<file path="config.mk">
export PLATFORM = sky130hd
export DESIGN_NAME = fifo_sync_prog
export DESIGN_NICKNAME = d
export VERILOG_FILES = /design/src/rtl/fifo_pkg.sv /design/src/rtl/fifo_mem_2p.sv /design/src/rtl/fifo_sync_prog.sv
export SDC_FILE = /design/constraint.sdc
export NUM_CORES = 1
export LEC_CHECK = 0
export CAP_MARGIN = 15
export CORE_UTILIZATION = 61
export DETAILED_ROUTE_END_ITERATION = 10
export GPL_ROUTABILITY_DRIVEN = 0
export HOLD_SLACK_MARGIN = 0.1
export PLACE_DENSITY = 0.87
export SYNTH_ARGS = -nofsm -noshare
export SYNTH_HDL_FRONTEND = slang
export SYNTH_SLANG_ARGS = --single-unit
</file>
<file path="constraint.sdc">
create_clock -name clk -period 4.6 [get_ports clk]
set_input_delay 0.46 -clock clk [delete_from_list [all_inputs] [get_ports clk]]
set_output_delay 0.46 -clock clk [all_outputs]
set_load 0.005 [all_outputs]
</file>
<file path="src/rtl/fifo_pkg.sv">
// Shared definitions for the synchronous FIFO family.
//   FIFO_WIDTH / FIFO_DEPTH : default word width and entry count
//   fifo_status_t           : bundle of the FIFO status and event flags
//   clog2_depth()           : address width needed to index a given depth
package fifo_pkg;

  localparam int unsigned FIFO_WIDTH = 16;
  localparam int unsigned FIFO_DEPTH = 8;

  typedef struct packed {
    logic full;
    logic empty;
    logic almostfull;
    logic almostempty;
    logic overflow;
    logic underflow;
    logic wr_ack;
  } fifo_status_t;

  function automatic int unsigned clog2_depth(input int unsigned depth);
    int unsigned r;
    r = 0;
    for (int unsigned i = 1; i < depth; i = i * 2) begin
      r = r + 1;
    end
    return r;
  endfunction

endpackage

</file>
<file path="src/rtl/fifo_mem_2p.sv">
// DEPTH x DATA_WIDTH register array: one synchronous write port, one
// combinational read port. Contents are not reset.
//   clk     : write clock
//   wr_en   : write strobe
//   wr_addr : write address
//   wr_data : write data
//   rd_addr : read address
//   rd_data : combinational read data
module fifo_mem_2p import fifo_pkg::*; #(
  parameter int unsigned DATA_WIDTH = FIFO_WIDTH,
  parameter int unsigned DEPTH      = FIFO_DEPTH,
  localparam int unsigned AW        = clog2_depth(DEPTH)
) (
  input  logic                  clk,
  input  logic                  wr_en,
  input  logic [AW-1:0]         wr_addr,
  input  logic [DATA_WIDTH-1:0] wr_data,
  input  logic [AW-1:0]         rd_addr,
  output logic [DATA_WIDTH-1:0] rd_data
);

  logic [DATA_WIDTH-1:0] mem [DEPTH];

  always_ff @(posedge clk) begin
    if (wr_en) mem[wr_addr] <= wr_data;
  end

  assign rd_data = mem[rd_addr];

endmodule

</file>
<file path="src/rtl/fifo_sync_prog.sv">
// Synchronous single-clock FIFO with programmable almost-full/almost-empty
// thresholds, occupancy count, synchronous flush and sticky error flag.
// FWFT=0 gives a registered read (1-cycle latency); FWFT=1 presents the head
// word combinationally.
//   clk, rst_n            : clock, asynchronous active-low reset
//   wr_en, rd_en, flush   : write request, read/pop request, synchronous clear
//   data_in / data_out    : write data / read data
//   data_valid            : data_out holds a valid word
//   wr_ack/overflow/underflow : registered per-cycle write/read outcome
//   full/empty/almostfull/almostempty/count : occupancy status
//   err_sticky            : set on overflow/underflow, cleared by flush/reset
module fifo_sync_prog import fifo_pkg::*; #(
  parameter int unsigned DATA_WIDTH = FIFO_WIDTH,
  parameter int unsigned DEPTH      = FIFO_DEPTH,
  parameter int unsigned AF_THRESH  = DEPTH - 1,
  parameter int unsigned AE_THRESH  = 1,
  parameter int unsigned FWFT       = 0,
  localparam int unsigned AW        = clog2_depth(DEPTH),
  localparam int unsigned CW        = AW + 1
) (
  input  logic                  clk,
  input  logic                  rst_n,
  input  logic                  wr_en,
  input  logic                  rd_en,
  input  logic                  flush,
  input  logic [DATA_WIDTH-1:0] data_in,
  output logic [DATA_WIDTH-1:0] data_out,
  output logic                  data_valid,
  output logic                  wr_ack,
  output logic                  overflow,
  output logic                  underflow,
  output logic                  full,
  output logic                  empty,
  output logic                  almostfull,
  output logic                  almostempty,
  output logic [CW-1:0]         count,
  output logic                  err_sticky
);

  if ((DEPTH < 2) || ((DEPTH & (DEPTH - 1)) != 0)) begin : g_chk_depth
    $error("fifo_sync_prog: DEPTH must be a power of 2 and >= 2");
  end
  if (!((AE_THRESH < AF_THRESH) && (AF_THRESH <= DEPTH))) begin : g_chk_thresh
    $error("fifo_sync_prog: need 0 <= AE_THRESH < AF_THRESH <= DEPTH");
  end
  if (FWFT > 1) begin : g_chk_fwft
    $error("fifo_sync_prog: FWFT must be 0 or 1");
  end

  logic [AW-1:0]         wr_ptr, rd_ptr;
  logic [CW-1:0]         cnt;
  logic                  wr_acc, rd_acc, wr_rej, rd_rej;
  logic                  wr_ack_q, ovf_q, udf_q, err_q;
  logic [DATA_WIDTH-1:0] mem_rd;
  fifo_status_t          status;

  always_comb begin
    status             = '0;
    status.full        = (cnt == CW'(DEPTH));
    status.empty       = (cnt == '0);
    status.almostfull  = (cnt >= CW'(AF_THRESH));
    status.almostempty = (cnt <= CW'(AE_THRESH));
    status.overflow    = ovf_q;
    status.underflow   = udf_q;
    status.wr_ack      = wr_ack_q;
  end

  // Accept/reject decided on pre-edge state; flush suppresses all outcomes.
  assign wr_acc = wr_en & ~status.full  & ~flush;
  assign rd_acc = rd_en & ~status.empty & ~flush;
  assign wr_rej = wr_en &  status.full  & ~flush;
  assign rd_rej = rd_en &  status.empty & ~flush;

  always_ff @(posedge clk or negedge rst_n) begin
    if (!rst_n) begin
      wr_ptr   <= '0;
      rd_ptr   <= '0;
      cnt      <= '0;
      wr_ack_q <= 1'b0;
      ovf_q    <= 1'b0;
      udf_q    <= 1'b0;
      err_q    <= 1'b0;
    end else begin
      wr_ack_q <= wr_acc;
      ovf_q    <= wr_rej;
      udf_q    <= rd_rej;
      if (flush) begin
        wr_ptr <= '0;
        rd_ptr <= '0;
        cnt    <= '0;
        err_q  <= 1'b0;
      end else begin
        if (wr_acc) wr_ptr <= wr_ptr + 1'b1;
        if (rd_acc) rd_ptr <= rd_ptr + 1'b1;
        if (wr_acc && !rd_acc)      cnt <= cnt + 1'b1;
        else if (!wr_acc && rd_acc) cnt <= cnt - 1'b1;
        if (wr_rej || rd_rej) err_q <= 1'b1;
      end
    end
  end

  fifo_mem_2p #(
    .DATA_WIDTH (DATA_WIDTH),
    .DEPTH      (DEPTH)
  ) u_mem (
    .clk     (clk),
    .wr_en   (wr_acc),
    .wr_addr (wr_ptr),
    .wr_data (data_in),
    .rd_addr (rd_ptr),
    .rd_data (mem_rd)
  );

  if (FWFT == 0) begin : g_std
    logic [DATA_WIDTH-1:0] dout_q;
    logic                  dv_q;
    always_ff @(posedge clk or negedge rst_n) begin
      if (!rst_n) begin
        dout_q <= '0;
        dv_q   <= 1'b0;
      end else begin
        dv_q <= rd_acc;
        if (rd_acc) dout_q <= mem_rd;
      end
    end
    assign data_out   = dout_q;
    assign data_valid = dv_q;
  end else begin : g_fwft
    // Head word is visible as soon as count shows it present.
    assign data_out   = mem_rd;
    assign data_valid = ~status.empty;
  end

  assign full        = status.full;
  assign empty       = status.empty;
  assign almostfull  = status.almostfull;
  assign almostempty = status.almostempty;
  assign wr_ack      = status.wr_ack;
  assign overflow    = status.overflow;
  assign underflow   = status.underflow;
  assign count       = cnt;
  assign err_sticky  = err_q;

endmodule

</file>
==> results of run 1 <==
## critical path: stages (launching register included)
cell,delay (ns)
dfrtp_1,0.44
inv_1,0.16
ha_1,0.24
or3b_1,0.51
clkinv_4,0.08
clkdlybuf4s50_1,0.49
## layout make-up
cell class	instances	area [um^2]
flip-flops and latches	159	4620
fillers	548	2310
multi-input cells	219	1590
repair buffers	62	588
clock buffers	20	435
well taps	133	166
clock inverters	12	161
inverters	8	35.0
## state kept, by name, summed over array words and instances, names as in the netlist
signal      flops
data_valid      1
u_mem.mem     128
overflow        1
count           4
rd_ptr          3
wr_ptr          3
underflow       1
err_sticky      1
wr_ack          1
data_out       16
## power by group
part           internal (uW)  total, uW  switching, uW
combinational            323        619            296
clock                    845       1400            554
sequential              1670       1780            110
## final timing paths
path,startpoint,endpoint,slack (ns),cells past startpoint
setup / recovery,count[1],empty,1.68,5
hold / removal,rst_n,rd_ptr[1],0.34,2
setup reg to reg,count[1],u_mem.mem[2][7],1.82,6
hold reg to reg,data_out[4],data_out[4],0.47,2
max in group asynchronous,rst_n,rd_ptr[1],3.93,2
min in group clk,data_out[4],data_out[4],0.47,2
## synthesized netlist by cell type (2+ instances only)
library cell  number  area, um^2
edfxtp_1         128        3840
mux2i_1           66         661
ha_1               6        75.1
a21oi_1            2        10.0
xor2_1             4        35.0
clkbuf_1           7        26.3
nand2b_1           4        25.0
nand3_1           23         115
nor2b_1            5        31.3
a22oi_1           32         240
buf_1              2        7.51
mux2_1             2        22.5
nor2_1            14        52.6
nand2_1           40         150
dfrtp_1           31         776
a31oi_1            2        12.5
buf_6              2        22.5
buf_2              8        40.0
nor3_1             6        30.0
inv_2              2        7.51
inv_1              5        18.8
## kinds of logic (layout without fill, tap and decap cells)
logic type / Yosys count / in the layout / share of synthesized area
mux: 69 / 69 / 0.110
compound gates: 41 / 41 / 0.0481
xor+xnor: 5 / 5 / 0.00692
flops: 159 / 159 / 0.730
fa+ha+maj: 6 / 6 / 0.0119
buf+inv: 28 / 102 / 0.0220
simple gates: 98 / 98 / 0.0712
## layer usage
layer | vias up | share of wire | global-route usage
li1 | 1658 | - | -
met1 | 1835 | 0.40 | 0.332
met2 | 156 | 0.52 | 0.442
met3 | 32 | 0.059 | 0.0680
met4 | 0 | 0.024 | 0.110
met5 | - | 0 | 0
## per-stage QoR
step | std cells | hold slack [ns] | utilization | area (um^2)
floorplan | 406 | 0.164 | - | 6330
global placement | 581 | 0.459 | 0.707 | 7010
detailed placement | 581 | 0.462 | 0.707 | 7010
CTS | 613 | 0.342 | 0.767 | 7600
global route | 613 | 0.377 | 0.767 | 7600
finish | 613 | 0.341 | 0.767 | 7600
==> results.sh, run 1 <==
export IMPL_place_port_buffers=49
export IMPL_nNetsFinal=494
export IMPL_die_x_um=104
export IMPL_clock_root_buffer="clkbuf_8"
export IMPL_grt_max_degree=67
export IMPL_crit_arrival_ns=2.46
export IMPL_total_power_uw=3800
export IMPL_worstSkewPairLatency_ns=0.53
export IMPL_wl_per_cell_um=21.8
export IMPL_io_pins=50
export IMPL_drive_gt1_frac=0.113
export IMPL_cts_path_max_buffers=2
export IMPL_place_ws_ns=1.48
export IMPL_drt_vias_per_instance=6.00
export IMPL_post_route_min_period_ns=2.92
export IMPL_synth_edf_count=128
export IMPL_coreArea_um2=9910
export IMPL_worstSetupStartpointType="register"
export IMPL_avgSynthCellArea_um2=15.6
export IMPL_yosys_most_used_dff="edfxtp_1"
export IMPL_num_vias=3681
export IMPL_numCtsBuffers=17
export IMPL_start_util=0.638
export IMPL_crit_required_ns=4.14
export IMPL_clk_pin_slew_ns=0.07
export IMPL_dieArea_um2=10800
export IMPL_synth_nets=433
export IMPL_cts_hold_buf=0
export IMPL_drt_iter0_markers=275
export IMPL_fin_setup_tns_ns=0
export IMPL_cts_setup_buffers=0
export IMPL_first_global_vias=3722
export IMPL_hold_violations=0
export IMPL_cp_max_fo=6
export IMPL_yosys_cell_types_count=36
export IMPL_grt_overflow_total=0
export IMPL_cts_sinks=159
export IMPL_rsz0062_at_grt="no"
export IMPL_fin_crit_sh=0.634
export IMPL_synthCells=406
export IMPL_yosysSeqAreaShare=0.730
export IMPL_netlist_area_um2=6330
export IMPL_htree_levels=4
export IMPL_drt_total_wl_mm=13.4
export IMPL_worst_slack_ns=1.68
export IMPL_crit_type="register to output pin"
export IMPL_powerDensity_nw_per_um2=499
export IMPL_antenna_found_initial=0
export IMPL_async_flop_share=0.195
export IMPL_irDropWorstVdd_uv=253
export IMPL_cp_end_kind="output pin"
export IMPL_p_leak_uw=0.00268
export IMPL_tritoncts="built"
export IMPL_final_cell_mix="128 x edfxtp_1, 66 x mux2i_1, 49 x clkdlybuf4s50_1"
export IMPL_worst_pin_slew_ns=1.16
export IMPL_fmax_mhz=343
export IMPL_rows=36
export IMPL_antenna_left=0
export IMPL_num_antenna_cells=0
export IMPL_final_common_cell="edfxtp_1"
export IMPL_hpwl_mm=7.22
export IMPL_setup_violations=0
export IMPL_hold_class="primary input to asynchronous set/reset pin"
export IMPL_outcome="complete, no violations"
export IMPL_drtPass1Iterations=5
export IMPL_grt_pass1_wl_mm=20.8
export IMPL_maxSlewViolCount=0
export IMPL_groute_usage_overall=0.265
export IMPL_areaGrowthSynthToFinish_pct=20.2
export IMPL_ys_ff_latch=159
export IMPL_slew_limit_headroom=0.224
export IMPL_finClkSkew_ns=0.00900
export IMPL_post_cts_resized=0
export IMPL_drc=0
export IMPL_yosysWarnings=0
export IMPL_cap_violations=0
export IMPL_die_y_um=104
Note: power is estimated with default switching activity, not from simulation.
==> inputs of run 2 (changes only) <==
--- a/config.mk
+++ b/config.mk
@@ -6,11 +6,11 @@
 export NUM_CORES = 1
 export LEC_CHECK = 0
 export CAP_MARGIN = 15
-export CORE_UTILIZATION = 61
+export CORE_UTILIZATION = 52
 export DETAILED_ROUTE_END_ITERATION = 10
 export GPL_ROUTABILITY_DRIVEN = 0
 export HOLD_SLACK_MARGIN = 0.1
-export PLACE_DENSITY = 0.87
+export PLACE_DENSITY = 0.79
 export SYNTH_ARGS = -nofsm -noshare
 export SYNTH_HDL_FRONTEND = slang
 export SYNTH_SLANG_ARGS = --single-unit
==> constraint.sdc (replaced) <==
create_clock -name clk -period 2.6 [get_ports clk]
set_input_delay 0.26 -clock clk [delete_from_list [all_inputs] [get_ports clk]]
set_output_delay 0.26 -clock clk [all_outputs]
set_load 0.005 [all_outputs]
==> results.sh, run 2 (synthesis gave the netlist of run 1 again) <==
export IMPL_outcome="finished, violations left"
export IMPL_violations="design-rule violations"
export IMPL_final_cell_mix="128 x edfxtp_1, 66 x mux2i_1, 49 x clkdlybuf4s50_1"
export IMPL_fmax_mhz=398
export IMPL_drtPass1Iterations=10
export IMPL_power_frac_comb=0.174
export IMPL_place_port_buffers=49
export IMPL_post_route_min_period_ns=2.51
export IMPL_antenna_left=0
export IMPL_fill_cells=788
export IMPL_first_global_vias=3728
export IMPL_place_inst=601
export IMPL_largest_reg_flops=128
export IMPL_rows=39
export IMPL_switchingPower_uw=1670
export IMPL_stdcell_area_um2=7690
export IMPL_clock_root_buffer="clkbuf_16"
export IMPL_hold_violations=0
export IMPL_irDropWorstVdd_uv=746
export IMPL_drt_vias_per_instance=5.70
export IMPL_finClkSkew_ns=0.00585
export IMPL_multi_input_comb_area_um2=1610
export IMPL_cp_end_kind="output pin"
export IMPL_clk_pin_slew_ns=0.06
export IMPL_die_x_um=112
export IMPL_rsz0062_at_grt="no"
export IMPL_placed_area_um2=7120
export IMPL_drive_gt1_frac=0.135
export IMPL_setup_violations=0
export IMPL_total_power_uw=6640
export IMPL_grt_overflow_total=0
export IMPL_grtUsageMet3=0.0475
export IMPL_wl_per_cell_um=20.0
export IMPL_post_cts_resized=1
export IMPL_htree_levels=4
export IMPL_drc=3
export IMPL_fin_crit_sh=0.965
export IMPL_final_cells=633
export IMPL_start_util=0.545
export IMPL_powerDensity_nw_per_um2=862
export IMPL_antenna_found_initial=0
export IMPL_cts_setup_buffers=0
export IMPL_num_antenna_cells=0
export IMPL_hpwl_mm=8.41
export IMPL_p_int_uw=4960
export IMPL_met2_usage=0.367
export IMPL_cts_sinks=159
export IMPL_hold_class="primary input to asynchronous set/reset pin"
export IMPL_dieArea_um2=12600
export IMPL_largest_register="u_mem.mem"
export IMPL_worstSkewPairLatency_ns=0.42
export IMPL_areaGrowthSynthToFinish_pct=21.6
export IMPL_switching_share=0.252
export IMPL_crit_arrival_ns=2.25
export IMPL_cts_path_max_buffers=2
export IMPL_use_met1=0.281
export IMPL_io_pins=50
export IMPL_p_seq_frac=0.468
export IMPL_grt_max_degree=32
export IMPL_die_y_um=112
export IMPL_cp_max_fo=6
export IMPL_cap_violations=0
export IMPL_fin_setup_tns_ns=0
export IMPL_slew_limit_headroom=0.495
export IMPL_clockPowerShare=0.358
export IMPL_maxSlewViolCount=0
export IMPL_final_common_cell="edfxtp_1"
export IMPL_worst_pin_slew_ns=0.756
export IMPL_grt_busiest_layer="met2"
export IMPL_p_leak_uw=0.00272
export IMPL_coreArea_um2=11600
export IMPL_nNetsFinal=504
export IMPL_reg2reg_depth=7
export IMPL_worstSetupStartpointType="register"
export IMPL_num_vias=3607
export IMPL_grt_pass1_wl_mm=20.3
export IMPL_cts_hold_buf=0
export IMPL_crit_type="register to output pin"
export IMPL_drt_total_wl_mm=12.7
export IMPL_drt_iter0_markers=246
export IMPL_groute_usage_overall=0.220
export IMPL_seq_area_um2=4620
export IMPL_numCtsBuffers=17
export IMPL_tritoncts="built"
export IMPL_crit_required_ns=2.34
## run 2: cell count changes in the layout (fill, tap and decap cells not counted), moves of 2 or more
cell      previous run  this run
clkbuf_8             2         0
clkinv_2             1         3
buf_4               13        22
clkinv_1             0         2
## run 2: routing by layer
metal,share of wire,wire [um],vias to the layer above
li1,-,-,1677
met1,0.41,5160,1771
met2,0.51,6430,134
met3,0.062,786,25
met4,0.024,301,0
met5,0,0,-
## run 2: worst paths after layout
path | end | slack [ns] | startpoint
setup / recovery | empty | 0.09 | count[0]
hold / removal | err_sticky | 0.26 | rst_n
setup reg to reg | count[2] | 0.33 | count[0]
hold reg to reg | data_out[11] | 0.48 | data_out[11]
max in group asynchronous | rd_ptr[1] | 1.99 | rst_n
min in group clk | data_out[11] | 0.48 | data_out[11]
## run 2: worst max-delay path, cell delays in order, from the launching register on
cell and delay (ns):
dfrtp_1 0.45, inv_1 0.16, ha_2 0.22, or3b_4 0.45, clkinv_4 0.07, clkdlybuf4s50_1 0.49
## run 2: power groups by stage
stage | logic [uW] | clock network, uW | registers (uW)
2_1_floorplan | 593 | 0 | 3120
3_3_place_gp | 1120 | 0 | 3140
3_5_place_dp | 1150 | 0 | 3150
4_1_cts | 1170 | 2410 | 3100
5_1_grt | 1270 | 2510 | 3130
6_report | 1160 | 2380 | 3100
## run 2: metrics by stage
stage | setup WS, ns | hold WS (ns) | util
global route | 0.00149 | 0.301 | 0.662
CTS | 0.0743 | 0.273 | 0.662
floorplan | -0.174 | -0.0356 | -
detailed placement | 0.258 | 0.464 | 0.613
global placement | 0.368 | 0.460 | 0.613
finish | 0.0901 | 0.263 | 0.662
## run 2: cell type report
class / instances / share of cell area
Sequential cell: 159 / 0.601
Inverter: 8 / 0.00455
Timing Repair Buffer: 72 / 0.0878
Clock buffer: 18 / 0.0558
Tap cell: 143 / 0.0233
Multi-Input combinational cell: 219 / 0.209
Clock inverter: 14 / 0.0187
